**config.mk**
```make
export PLATFORM = sky130hd
export DESIGN_NAME = uart_rx_core
export DESIGN_NICKNAME = d
export VERILOG_FILES = /design/src/rtl/uart_rx_core.sv
export SDC_FILE = /design/constraint.sdc
export NUM_CORES = 1
export LEC_CHECK = 0
export CAP_MARGIN = 10
export CELL_PAD_IN_SITES_DETAIL_PLACEMENT = 2
export CELL_PAD_IN_SITES_GLOBAL_PLACEMENT = 2
export CORE_ASPECT_RATIO = 0.7
export CORE_MARGIN = 3
export CORE_UTILIZATION = 37
export DETAILED_ROUTE_END_ITERATION = 12
export GPL_ROUTABILITY_DRIVEN = 0
export GPL_TIMING_DRIVEN = 1
export PLACE_DENSITY = 0.76
export SLEW_MARGIN = 20
export SYNTH_ARGS = -nofsm -noshare
export SYNTH_HDL_FRONTEND = slang
export SYNTH_SLANG_ARGS = --single-unit
```
**constraint.sdc**
```tcl
create_clock -name clk -period 2.6 [get_ports clk]
set_clock_uncertainty 0.05 [all_clocks]
set_input_delay 0.26 -clock clk [delete_from_list [all_inputs] [get_ports clk]]
set_output_delay 0.26 -clock clk [all_outputs]
set_load 0.05 [all_outputs]
```
**src/rtl/uart_rx_core.sv**
```systemverilog
// UART receiver: synchronised line, 3-sample majority per bit, optional parity,
// one or two stop bits, and a one-entry valid/ready output register.
module uart_rx_core #(
    parameter int MSG_SIZE   = 8,
    parameter int OVERSAMPLE = 16
) (
    input  logic                clk,
    input  logic                rst_n,
    input  logic                Tx,
    input  logic                sample_tick,
    input  logic                parity_en,
    input  logic                parity_type_even_odd,
    input  logic                two_stop,
    output logic [MSG_SIZE-1:0] rx_data,
    output logic                rx_valid,
    input  logic                rx_ready,
    output logic                parity_err,
    output logic                frame_err,
    output logic                break_det,
    output logic                overrun,
    output logic                busy
);

    localparam int TW = $clog2(OVERSAMPLE);
    localparam int BW = $clog2(MSG_SIZE + 1);
    localparam logic [TW-1:0] T_C0  = TW'(OVERSAMPLE / 2 - 1);
    localparam logic [TW-1:0] T_C1  = TW'(OVERSAMPLE / 2);
    localparam logic [TW-1:0] T_MID = TW'(OVERSAMPLE / 2 + 1);
    localparam logic [TW-1:0] T_END = TW'(OVERSAMPLE - 1);
    localparam logic [BW-1:0] B_LAST = BW'(MSG_SIZE - 1);

    typedef enum logic [2:0] {
        IDLE, START, DATA, PARITY, STOP1, STOP2
    } state_e;

    state_e              state_q, state_d;
    logic [1:0]          sync_q, sync_d;
    logic [1:0]          fill_q, fill_d;
    logic                prev_q, prev_d;
    logic                arm_q, arm_d;
    logic [TW-1:0]       tick_q, tick_d;
    logic [BW-1:0]       bit_q, bit_d;
    logic [1:0]          cap_q, cap_d;
    logic [MSG_SIZE-1:0] shift_q, shift_d;
    logic                par_q, par_d;
    logic                ferr_q, ferr_d;
    logic                pen_q, pen_d;
    logic                podd_q, podd_d;
    logic                two_q, two_d;
    logic [MSG_SIZE-1:0] data_q, data_d;
    logic                valid_q, valid_d;
    logic                perr_q, perr_d;
    logic                fe_q, fe_d;
    logic                brk_q, brk_d;
    logic                ovr_q, ovr_d;

    logic s, maj, mid, bend, done, fe_now, perr_new, brk_new, load;

    assign s = sync_q[1];
    assign maj = (cap_q[0] & cap_q[1]) | (cap_q[0] & s) | (cap_q[1] & s);
    assign mid = (tick_q == T_MID);
    assign bend = (tick_q == T_END);

    // fill_q marks when the synchroniser holds real line samples, so a
    // line low out of reset is never mistaken for a start edge.
    always_comb begin
        sync_d  = {sync_q[0], Tx};
        fill_d  = {fill_q[0], 1'b1};
        state_d = state_q;
        prev_d  = prev_q;
        arm_d   = arm_q;
        tick_d  = tick_q;
        bit_d   = bit_q;
        cap_d   = cap_q;
        shift_d = shift_q;
        par_d   = par_q;
        ferr_d  = ferr_q;
        pen_d   = pen_q;
        podd_d  = podd_q;
        two_d   = two_q;
        done    = 1'b0;
        fe_now  = ferr_q;
        if (sample_tick) begin
            prev_d = s;
            if (fill_q[1] && s) begin
                arm_d = 1'b1;
            end
            if (state_q != IDLE) begin
                tick_d = bend ? '0 : tick_q + 1'b1;
                if (tick_q == T_C0) cap_d[0] = s;
                if (tick_q == T_C1) cap_d[1] = s;
            end
            unique case (state_q)
                IDLE: begin
                    if (arm_q && prev_q && !s) begin
                        pen_d   = parity_en;
                        podd_d  = parity_type_even_odd;
                        two_d   = two_stop;
                        tick_d  = '0;
                        bit_d   = '0;
                        par_d   = 1'b0;
                        ferr_d  = 1'b0;
                        state_d = START;
                    end
                end
                START: begin
                    if (mid && maj) begin
                        state_d = IDLE;
                    end else if (bend) begin
                        state_d = DATA;
                    end
                end
                DATA: begin
                    if (mid) begin
                        shift_d = {maj, shift_q[MSG_SIZE-1:1]};
                    end
                    if (bend) begin
                        if (bit_q == B_LAST) begin
                            bit_d   = '0;
                            state_d = pen_q ? PARITY : STOP1;
                        end else begin
                            bit_d = bit_q + 1'b1;
                        end
                    end
                end
                PARITY: begin
                    if (mid) par_d = maj;
                    if (bend) state_d = STOP1;
                end
                STOP1: begin
                    if (mid) begin
                        fe_now = ferr_q | ~maj;
                        ferr_d = fe_now;
                        if (!two_q) begin
                            done    = 1'b1;
                            state_d = IDLE;
                        end
                    end
                    if (bend && two_q) state_d = STOP2;
                end
                STOP2: begin
                    if (mid) begin
                        fe_now  = ferr_q | ~maj;
                        ferr_d  = fe_now;
                        done    = 1'b1;
                        state_d = IDLE;
                    end
                end
                default: state_d = IDLE;
            endcase
        end
    end

    assign perr_new = pen_q & (^shift_q ^ par_q ^ podd_q);
    assign brk_new = fe_now & (shift_q == '0) & (~pen_q | ~par_q);
    assign load = done & (~valid_q | rx_ready);

    always_comb begin
        data_d  = data_q;
        valid_d = valid_q;
        perr_d  = perr_q;
        fe_d    = fe_q;
        brk_d   = brk_q;
        ovr_d   = done & ~load;
        if (load) begin
            data_d  = shift_q;
            perr_d  = perr_new;
            fe_d    = fe_now;
            brk_d   = brk_new;
            valid_d = 1'b1;
        end else if (valid_q && rx_ready) begin
            valid_d = 1'b0;
        end
    end

    always_ff @(posedge clk or negedge rst_n) begin
        if (!rst_n) begin
            state_q <= IDLE;
            sync_q  <= 2'b11;
            fill_q  <= 2'b00;
            prev_q  <= 1'b1;
            arm_q   <= 1'b0;
            tick_q  <= '0;
            bit_q   <= '0;
            cap_q   <= 2'b00;
            shift_q <= '0;
            par_q   <= 1'b0;
            ferr_q  <= 1'b0;
            pen_q   <= 1'b0;
            podd_q  <= 1'b0;
            two_q   <= 1'b0;
            data_q  <= '0;
            valid_q <= 1'b0;
            perr_q  <= 1'b0;
            fe_q    <= 1'b0;
            brk_q   <= 1'b0;
            ovr_q   <= 1'b0;
        end else begin
            state_q <= state_d;
            sync_q  <= sync_d;
            fill_q  <= fill_d;
            prev_q  <= prev_d;
            arm_q   <= arm_d;
            tick_q  <= tick_d;
            bit_q   <= bit_d;
            cap_q   <= cap_d;
            shift_q <= shift_d;
            par_q   <= par_d;
            ferr_q  <= ferr_d;
            pen_q   <= pen_d;
            podd_q  <= podd_d;
            two_q   <= two_d;
            data_q  <= data_d;
            valid_q <= valid_d;
            perr_q  <= perr_d;
            fe_q    <= fe_d;
            brk_q   <= brk_d;
            ovr_q   <= ovr_d;
        end
    end

    assign rx_data    = data_q;
    assign rx_valid   = valid_q;
    assign parity_err = perr_q;
    assign frame_err  = fe_q;
    assign break_det  = brk_q;
    assign overrun    = ovr_q;
    assign busy       = (state_q != IDLE);

endmodule

```
# Word level (Yosys, flattened, before mapping)
# Cells that the tools add are included.
# Widths: inputs -> output; s select.
# word_totals
reg_bits	45
wordCells	121
# classes
n_reduce_logical	25
n_bitwise	20
eq_ne	19
mux	34
add_sub_neg	2
# op_table
op	n
$mux 3	11
$mux 4	7
$pmux 3 s6	1
$reduce_and 3->1	5
$eq 4x4->1 const B	3
$ne 2x2->1 const B	6
$mux 1	11
$ne 3x3->1 const B	3
$reduce_and 9->1	1
$add 4x1->4 const B	2
$and 1x1->1	8
$eq 4x3->1 const B	2
$logic_not 8->1	1
$pmux 4 s2	1
$reduce_and 4->1	2
$reduce_bool 2->1	4
$reduce_xor 8->1	1
$eq 3x2->1 const B	2
$eq 3x3->1 const B	2
$logic_and 1x1->1	6
$pmux 1 s2	3
$not 1->1	5
$or 1x1->1	5
$eq 3x1->1 const B	1
other kinds (6)	7

# Longest topological paths before layout
# Gate-level depths: netlist (run 1).
# depth
word_depth	10
mapped_depth	9

# Worst setup path before layout (run 1)
# No wires, ideal clock.
# synth_timing
path_kind	register to register
start	register tick_q[1]
end	register brk_q (netlist: break_det)
arrival_ns	1.670
required_ns	2.425
path_buffers	2
path_stages_with_launch	9
path_slack_ns	0.755
setup_time_ns	0.125
path_cell_list	dfrtp_1 inv_1 ha_1 and3b_1 buf_6 o2111ai_2 nor2b_4 buf_8 mux2_4
# synth_between
elab_chain_cells	6
# synth_rtl
element	line_no	rtl
start: declaration	41	logic [TW-1:0] tick_q, tick_d;
start signal: assignment	204	tick_q <= tick_d;
$eq 4x4->1 (*)	61	assign mid = (tick_q == T_MID);
$mux 1 (2 in series)	n/a	
$mux 1	83	if (sample_tick) begin
$and 1x1->1 (2 in series)	155	assign brk_new = fe_now & (shift_q == '0) & (~pen_q | ~par_q);
end signal: assignment	217	brk_q <= brk_d;
end: declaration	54	logic brk_q, brk_d;
# Every way passes the cells marked *; elsewhere a longest branch is shown, timed or not.
# A chain may end at the register's enable or synchronous reset.

# Final worst setup path (run 1)
# layout_timing
start	register state_q[1]
end	output port busy
# layout_between
elab_chain_cells	1
# layout_rtl
element	line_no	rtl
start: declaration	36	state_e state_q, state_d;
start signal: assignment	199	state_q <= state_d;
$reduce_bool 3->1	228	assign busy = (state_q != IDLE);
end: declaration	21	output logic busy
# Every way passes these cells.

==> flow_summary.ini, run 1 <==
[run_status]
run_status = finished clean

[finish]
nFillCells = 596
final_common_cell = dfrtp_1
mostFrequentLayoutCells = dfrtp_1, nand2_1, clkdlybuf4s50_1
diodes = 0
design_area_sq_um = 2640
drive_gt1_share_pct = 18.6
fin_nets = 246
area_growth_pct = 16.2
multi_input_area_sq_um = 1030
regArea_sq_um = 1130

[yosys]
ys_ff_latch = 45
avgSynthCellArea_sq_um = 11.0
synth_edf_count = 0
syn_inst = 206
async_flop_share_pct = 100
syn_area_sq_um = 2280
yosys_most_used_dff = dfrtp_1
synth_cell_types = 55
syn_nets = 222
synth_warnings = 0
ys_seq_area_share_pct = 49.6

[sta]
hold_violations = 0
fmax_mhz = 439
finalSetupViolCount = 0
tns_ps = 0
post-route-period-util_pct = 87.6
rsz0062_at_grt = no
fin_crit_ps = 2280
relSlewSlack_pct = 59.7
slew_viol_final = 0
worst_pin_slew_ps = 603

[grt]
grt_max_degree = 46
use_met3_pct = 3.31
grt-ovfl-total = 0
grtUsageTotal_pct = 17.4
busiest_layer = met2
use_met1_pct = 25.2
grt_pass1_vias = 1844
antenna_found_initial = 0
grt_pass1_wl_um = 9680
met2_usage_pct = 27.3

[cts]
htree_num_levels = 2
cts_tree = yes
clkTransAtPathRegs_ps = 90
numCtsBuffers = 5
cts_root_buf = clkbuf_8
postCtsSetupBuffers = 0
clock-sinks = 45
cts.repair.resized = 0
clk_path_buf_depth = 2
insertion_delay_ps = 290

[die]
die_area_sq_um = 7140
core-area_sq_um = 5840
die_width_um = 99.7
io_pins = 22
std_cell_rows = 23
start_util_pct = 39.0
die_h_um = 71.6

[worst_hold_path]
hold_class = register to register

[detailed_routing]
routedWlPerCell_um = 18.6
ant_nets = 0
vias = 1611
wl_um = 5700
route.detailed.drc = 0
drtPass1Iterations = 5
vias_per_cell = 5.26
drtIter0Drc = 63

[worst_setup_path]
worstPathCellList = or3_1 > clkdlybuf4s50_1
start_kind = register
cp.required_ps = 2290
critPathMaxFanout = 15
endpoint_kind = output port
critical_path.max_stage_delay_ps = 710
worstPathArrival_ps = 1970
path_class = register to output port
crit_buf_inv = 1
cp_top_family = buffers and inverters
cpMaxStageDelayCell = clkdlybuf4s50_1

[power_and_ir_drop]
powerDensity_nw_per_um2 = 798
leakage_nw = 1.14
fin_total_pwr_w = 0.00211
vdd_drop_max_mv = 0.248

[place]
place_area_sq_um = 2540
place_hpwl_um = 4220
port_buffers = 21

[job]
max-cap-violations = 0
## layout make-up
| class | count | share of cell area (%) |
|---|---|---|
| flip-flops and latches | 45 | 42.7 |
| clock buffers | 7 | 3.27 |
| clock inverters | 1 | 0.284 |
| well taps | 75 | 3.55 |
| multi-input cells | 139 | 39.1 |
| inverters | 14 | 1.99 |
| repair buffers | 25 | 9.09 |
## where the power goes
group	switching, W	total [W]	internal [W]	leakage, nW
clock network	0.000242	0.000458	0.000216	0.0445
registers	0.000172	0.000981	0.000809	0.585
logic	0.000381	0.000670	0.000289	0.509
total	0.000795	0.00211	0.00131	1.14
## worst reg2reg max path, cell delays in order (launching register included)
cell	delay, ps
dfrtp_1	420
inv_1	110
ha_1	140
and3b_1	200
o2111ai_2	200
nor2b_4	440
mux2_2	390
## synth_stat cells, types with 3 or more instances
| cell | number | share of area [%] |
|---|---|---|
| dfrtp_1 | 42 | 46 |
| nand2_1 | 22 | 3.6 |
| o21ai_0 | 16 | 3.5 |
| inv_1 | 14 | 2.3 |
| nand3_1 | 9 | 2.0 |
| ha_1 | 8 | 4.4 |
| mux2_2 | 8 | 4.0 |
| a21oi_1 | 6 | 1.3 |
| mux2_4 | 6 | 4.0 |
| nor2_1 | 6 | 0.99 |
| nand3b_1 | 4 | 1.3 |
| xnor2_1 | 4 | 1.5 |
| buf_2 | 3 | 0.66 |
| dfstp_2 | 3 | 3.5 |
| mux2_1 | 3 | 1.5 |
| nand2b_1 | 3 | 0.82 |
| nor2b_1 | 3 | 0.82 |
| o21ai_1 | 3 | 0.66 |
## per-layer routing
layer  vias up  part of all wire, %
li1        762                    -
met1       824                   49
met2        19                   47
met3         6                  2.8
met4         0                 0.82
met5         -                    0
## registers in the layout (all words and copies together) (netlist names), 2 cells and up
signal   cells
bit_q        4
cap_q        2
fill_q       2
rx_data      8
shift_q      8
state_q      3
sync_q       2
tick_q       4
## cells by family (layout without fill, tap and decap cells)
group,after synthesis,in the layout,share of synthesized area [%]
and+or+nand+nor,66,66,16.8
other,1,1,0.165
muxes,18,18,9.84
xor gates and xnor gates,5,5,1.92
buffers and inverters,22,47,4.95
adders and majority gates,9,9,4.89
AOI/OAI and AO/OA,40,40,11.8
DFF,45,45,49.6
## through the flow
stage	utilization (%)	hold WS (ps)	instances	setup slack, ps
2_1_floorplan	-	-85.6	206	755
3_3_place_gp	43.4	287	297	617
3_5_place_dp	43.4	287	297	538
4_1_cts	45.0	128	305	316
5_1_grt	45.3	310	306	234
6_report	45.3	306	306	321
## final timing paths
check | from | end | slack (ps) | depth (start not counted)
min in group asynchronous | rst_n | rx_data[1]$_DFFE_PN0P_ | 450 | 2
worst min-delay path | fill_q[0]$_DFF_PN0_ | fill_q[1]$_DFF_PN0_ | 310 | 0
worst max register to register | tick_q[1]$_DFFE_PN0P_ | rx_data[1]$_DFFE_PN0P_ | 530 | 6
max in group asynchronous | rst_n | sync_q[1]$_DFF_PN1_ | 1660 | 2
worst min register to register | fill_q[0]$_DFF_PN0_ | fill_q[1]$_DFF_PN0_ | 310 | 0
worst max-delay path | state_q[1]$_DFFE_PN0P_ | busy | 320 | 2
## timing repair
action                                  CTS  global route
hold endpoints to repair                  0            42
endpoints found under the setup margin    0             0
hold buffers                              0             1
(Power assumes the default switching activity.)
==> inputs of run 2 (changes only) <==
--- a/config.mk
+++ b/config.mk
@@ -10,11 +10,11 @@
 export CELL_PAD_IN_SITES_GLOBAL_PLACEMENT = 2
 export CORE_ASPECT_RATIO = 0.7
 export CORE_MARGIN = 3
-export CORE_UTILIZATION = 37
+export CORE_UTILIZATION = 34
 export DETAILED_ROUTE_END_ITERATION = 12
 export GPL_ROUTABILITY_DRIVEN = 0
 export GPL_TIMING_DRIVEN = 1
-export PLACE_DENSITY = 0.76
+export PLACE_DENSITY = 0.73
 export SLEW_MARGIN = 20
 export SYNTH_ARGS = -nofsm -noshare
 export SYNTH_HDL_FRONTEND = slang
==> constraint.sdc (replaced) <==
create_clock -name clk -period 1.9 [get_ports clk]
set_clock_uncertainty 0.05 [all_clocks]
set_input_delay 0.19 -clock clk [delete_from_list [all_inputs] [get_ports clk]]
set_output_delay 0.19 -clock clk [all_outputs]
set_load 0.05 [all_outputs]
==> flow_summary.ini, run 2 (synthesis gave the netlist of run 1 again) <==
[sta]
fmax_mhz = 502
rsz0062_at_grt = yes
relSlewSlack_pct = 50.1
slew_viol_final = 0
finalSetupViolCount = 4
hold_violations = 0
timing.final.ws_setup_ps = -90.4
post-route-period-util_pct = 105
fin_crit_ps = 1990
worst_pin_slew_ps = 749
whs_ps = 240

[detailed_routing]
routedWlPerCell_um = 18.3
wl_um = 6360
drtIter0Drc = 48
route.detailed.drc = 0
vias = 1739
ant_nets = 0
vias_per_cell = 5.00
drtPass1Iterations = 4

[worst_setup_path]
cp.required_ps = 2040
start_kind = register
critPathMaxFanout = 6
worstPathArrival_ps = 2130
cpMaxStageDelayCell = dfrtp_1
endpoint_kind = register
worstPathCellList = inv_2 > ha_4 > and3b_2 > buf_6 > nand3b_4 > a22oi_2 > nand4_4 > mux2_4
path_class = register to register
critical_path.max_stage_delay_ps = 420

[grt]
grt_pass1_vias = 1903
grt_pass1_wl_um = 10300
grt-ovfl-total = 0
antenna_found_initial = 0
grt_max_degree = 32
grtUsageTotal_pct = 17.3

[place]
place_ws_ps = -87.0
port_buffers = 21
place_hpwl_um = 4470

[cts]
htree_num_levels = 2
cts_root_buf = clkbuf_8
clk_path_buf_depth = 2
numCtsBuffers = 5
cts_tree = yes
insertion_delay_ps = 300
clkTransAtPathRegs_ps = 90
clock-sinks = 45

[die]
start_util_pct = 35.8
die_width_um = 104
die_area_sq_um = 7730
die_h_um = 74.5
std_cell_rows = 24
core-area_sq_um = 6370
io_pins = 22

[finish]
fin_nets = 272
area_growth_pct = 29.6
diodes = 0
nFillCells = 679
mostFrequentLayoutCells = dfrtp_1, buf_4, nand2_1
drive_gt1_share_pct = 32.3
final_common_cell = dfrtp_1

[power_and_ir_drop]
vdd_drop_max_mv = 0.452
powerDensity_nw_per_um2 = 1120
leakage_nw = 1.31
fin_total_pwr_w = 0.00330

[worst_hold_path]
hold_class = input port to register

[job]
max-cap-violations = 0

[run_status]
run_status = complete, but fails checks
violations = setup timing
## run 2: cell count changes in the layout (fill, tap and decap cells not counted), sizes merged
cell | before | now
clkdlybuf4s50 | 20 | 19
buf | 4 | 31
## run 2: final timing paths
check / startpoint / end / slack [ps] / cells after the start
worst max-delay path: tick_q[1]$_DFFE_PN0P_ / state_q[2]$_DFFE_PN0P_ / -90 / 8
worst min-delay path: Tx / sync_q[0]$_DFF_PN1_ / 240 / 1
worst max register to register: tick_q[1]$_DFFE_PN0P_ / state_q[2]$_DFFE_PN0P_ / -90 / 8
worst min register to register: sync_q[0]$_DFF_PN1_ / sync_q[1]$_DFF_PN1_ / 310 / 0
max in group asynchronous: rst_n / shift_q[1]$_DFFE_PN0P_ / 720 / 3
min in group asynchronous: rst_n / rx_valid$_DFFE_PN0P_ / 430 / 2
## run 2: metrics by stage
stage / instance area (sq um) / TNS (ps) / std cells / utilization (%)
after floorplan: 2280 / 0 / 206 / -
after global placement: 2730 / 0 / 333 / 42.9
after detailed placement: 2730 / -267 / 333 / 42.9
after CTS: 2910 / -70.4 / 346 / 45.8
after global routing: 2950 / -998 / 348 / 46.3
final: 2950 / -262 / 348 / 46.3
## run 2: what timing repair did
action,CTS,global route
setup buffers,4,2
hold endpoints to repair,26,0
pin swaps,2,4
hold buffers,1,0
gates resized for setup,14,4
endpoints found under the setup margin,9,15
## run 2: where the power goes
part / internal, W / switching [W]
Combinational: 0.000687 / 0.000759
Sequential: 0.00111 / 0.000139
Clock: 0.000261 / 0.000341
## run 2: cell type report
| cell class | count | area [sq um] | share of cell area [%] |
|---|---|---|---|
| Multi-Input combinational cell | 139 | 1110 | 37.6 |
| Inverter | 14 | 52.6 | 1.78 |
| Clock buffer | 7 | 76.3 | 2.59 |
| Timing Repair Buffer | 51 | 459 | 15.6 |
| Tap cell | 91 | 114 | 3.86 |
| Sequential cell | 45 | 1130 | 38.3 |
| Clock inverter | 1 | 7.51 | 0.254 |
## run 2: layer usage
layer | up-vias | global-route usage [%] | part of all wire [%]
li1 | 811 | - | -
met1 | 893 | 23.9 | 50
met2 | 28 | 28.6 | 47
met3 | 7 | 3.12 | 2.1
met4 | 0 | 4.72 | 1.0
met5 | - | 0 | 0
## run 2: worst max-delay path: cells and delay by family, from the launching register on
kind,cells,cell delay [ps]
and+or+nand+nor,3,460
DFF,1,420
muxes,1,320
AOI/OAI and AO/OA,1,270
buffers and inverters,2,240
adders and majority gates,1,120
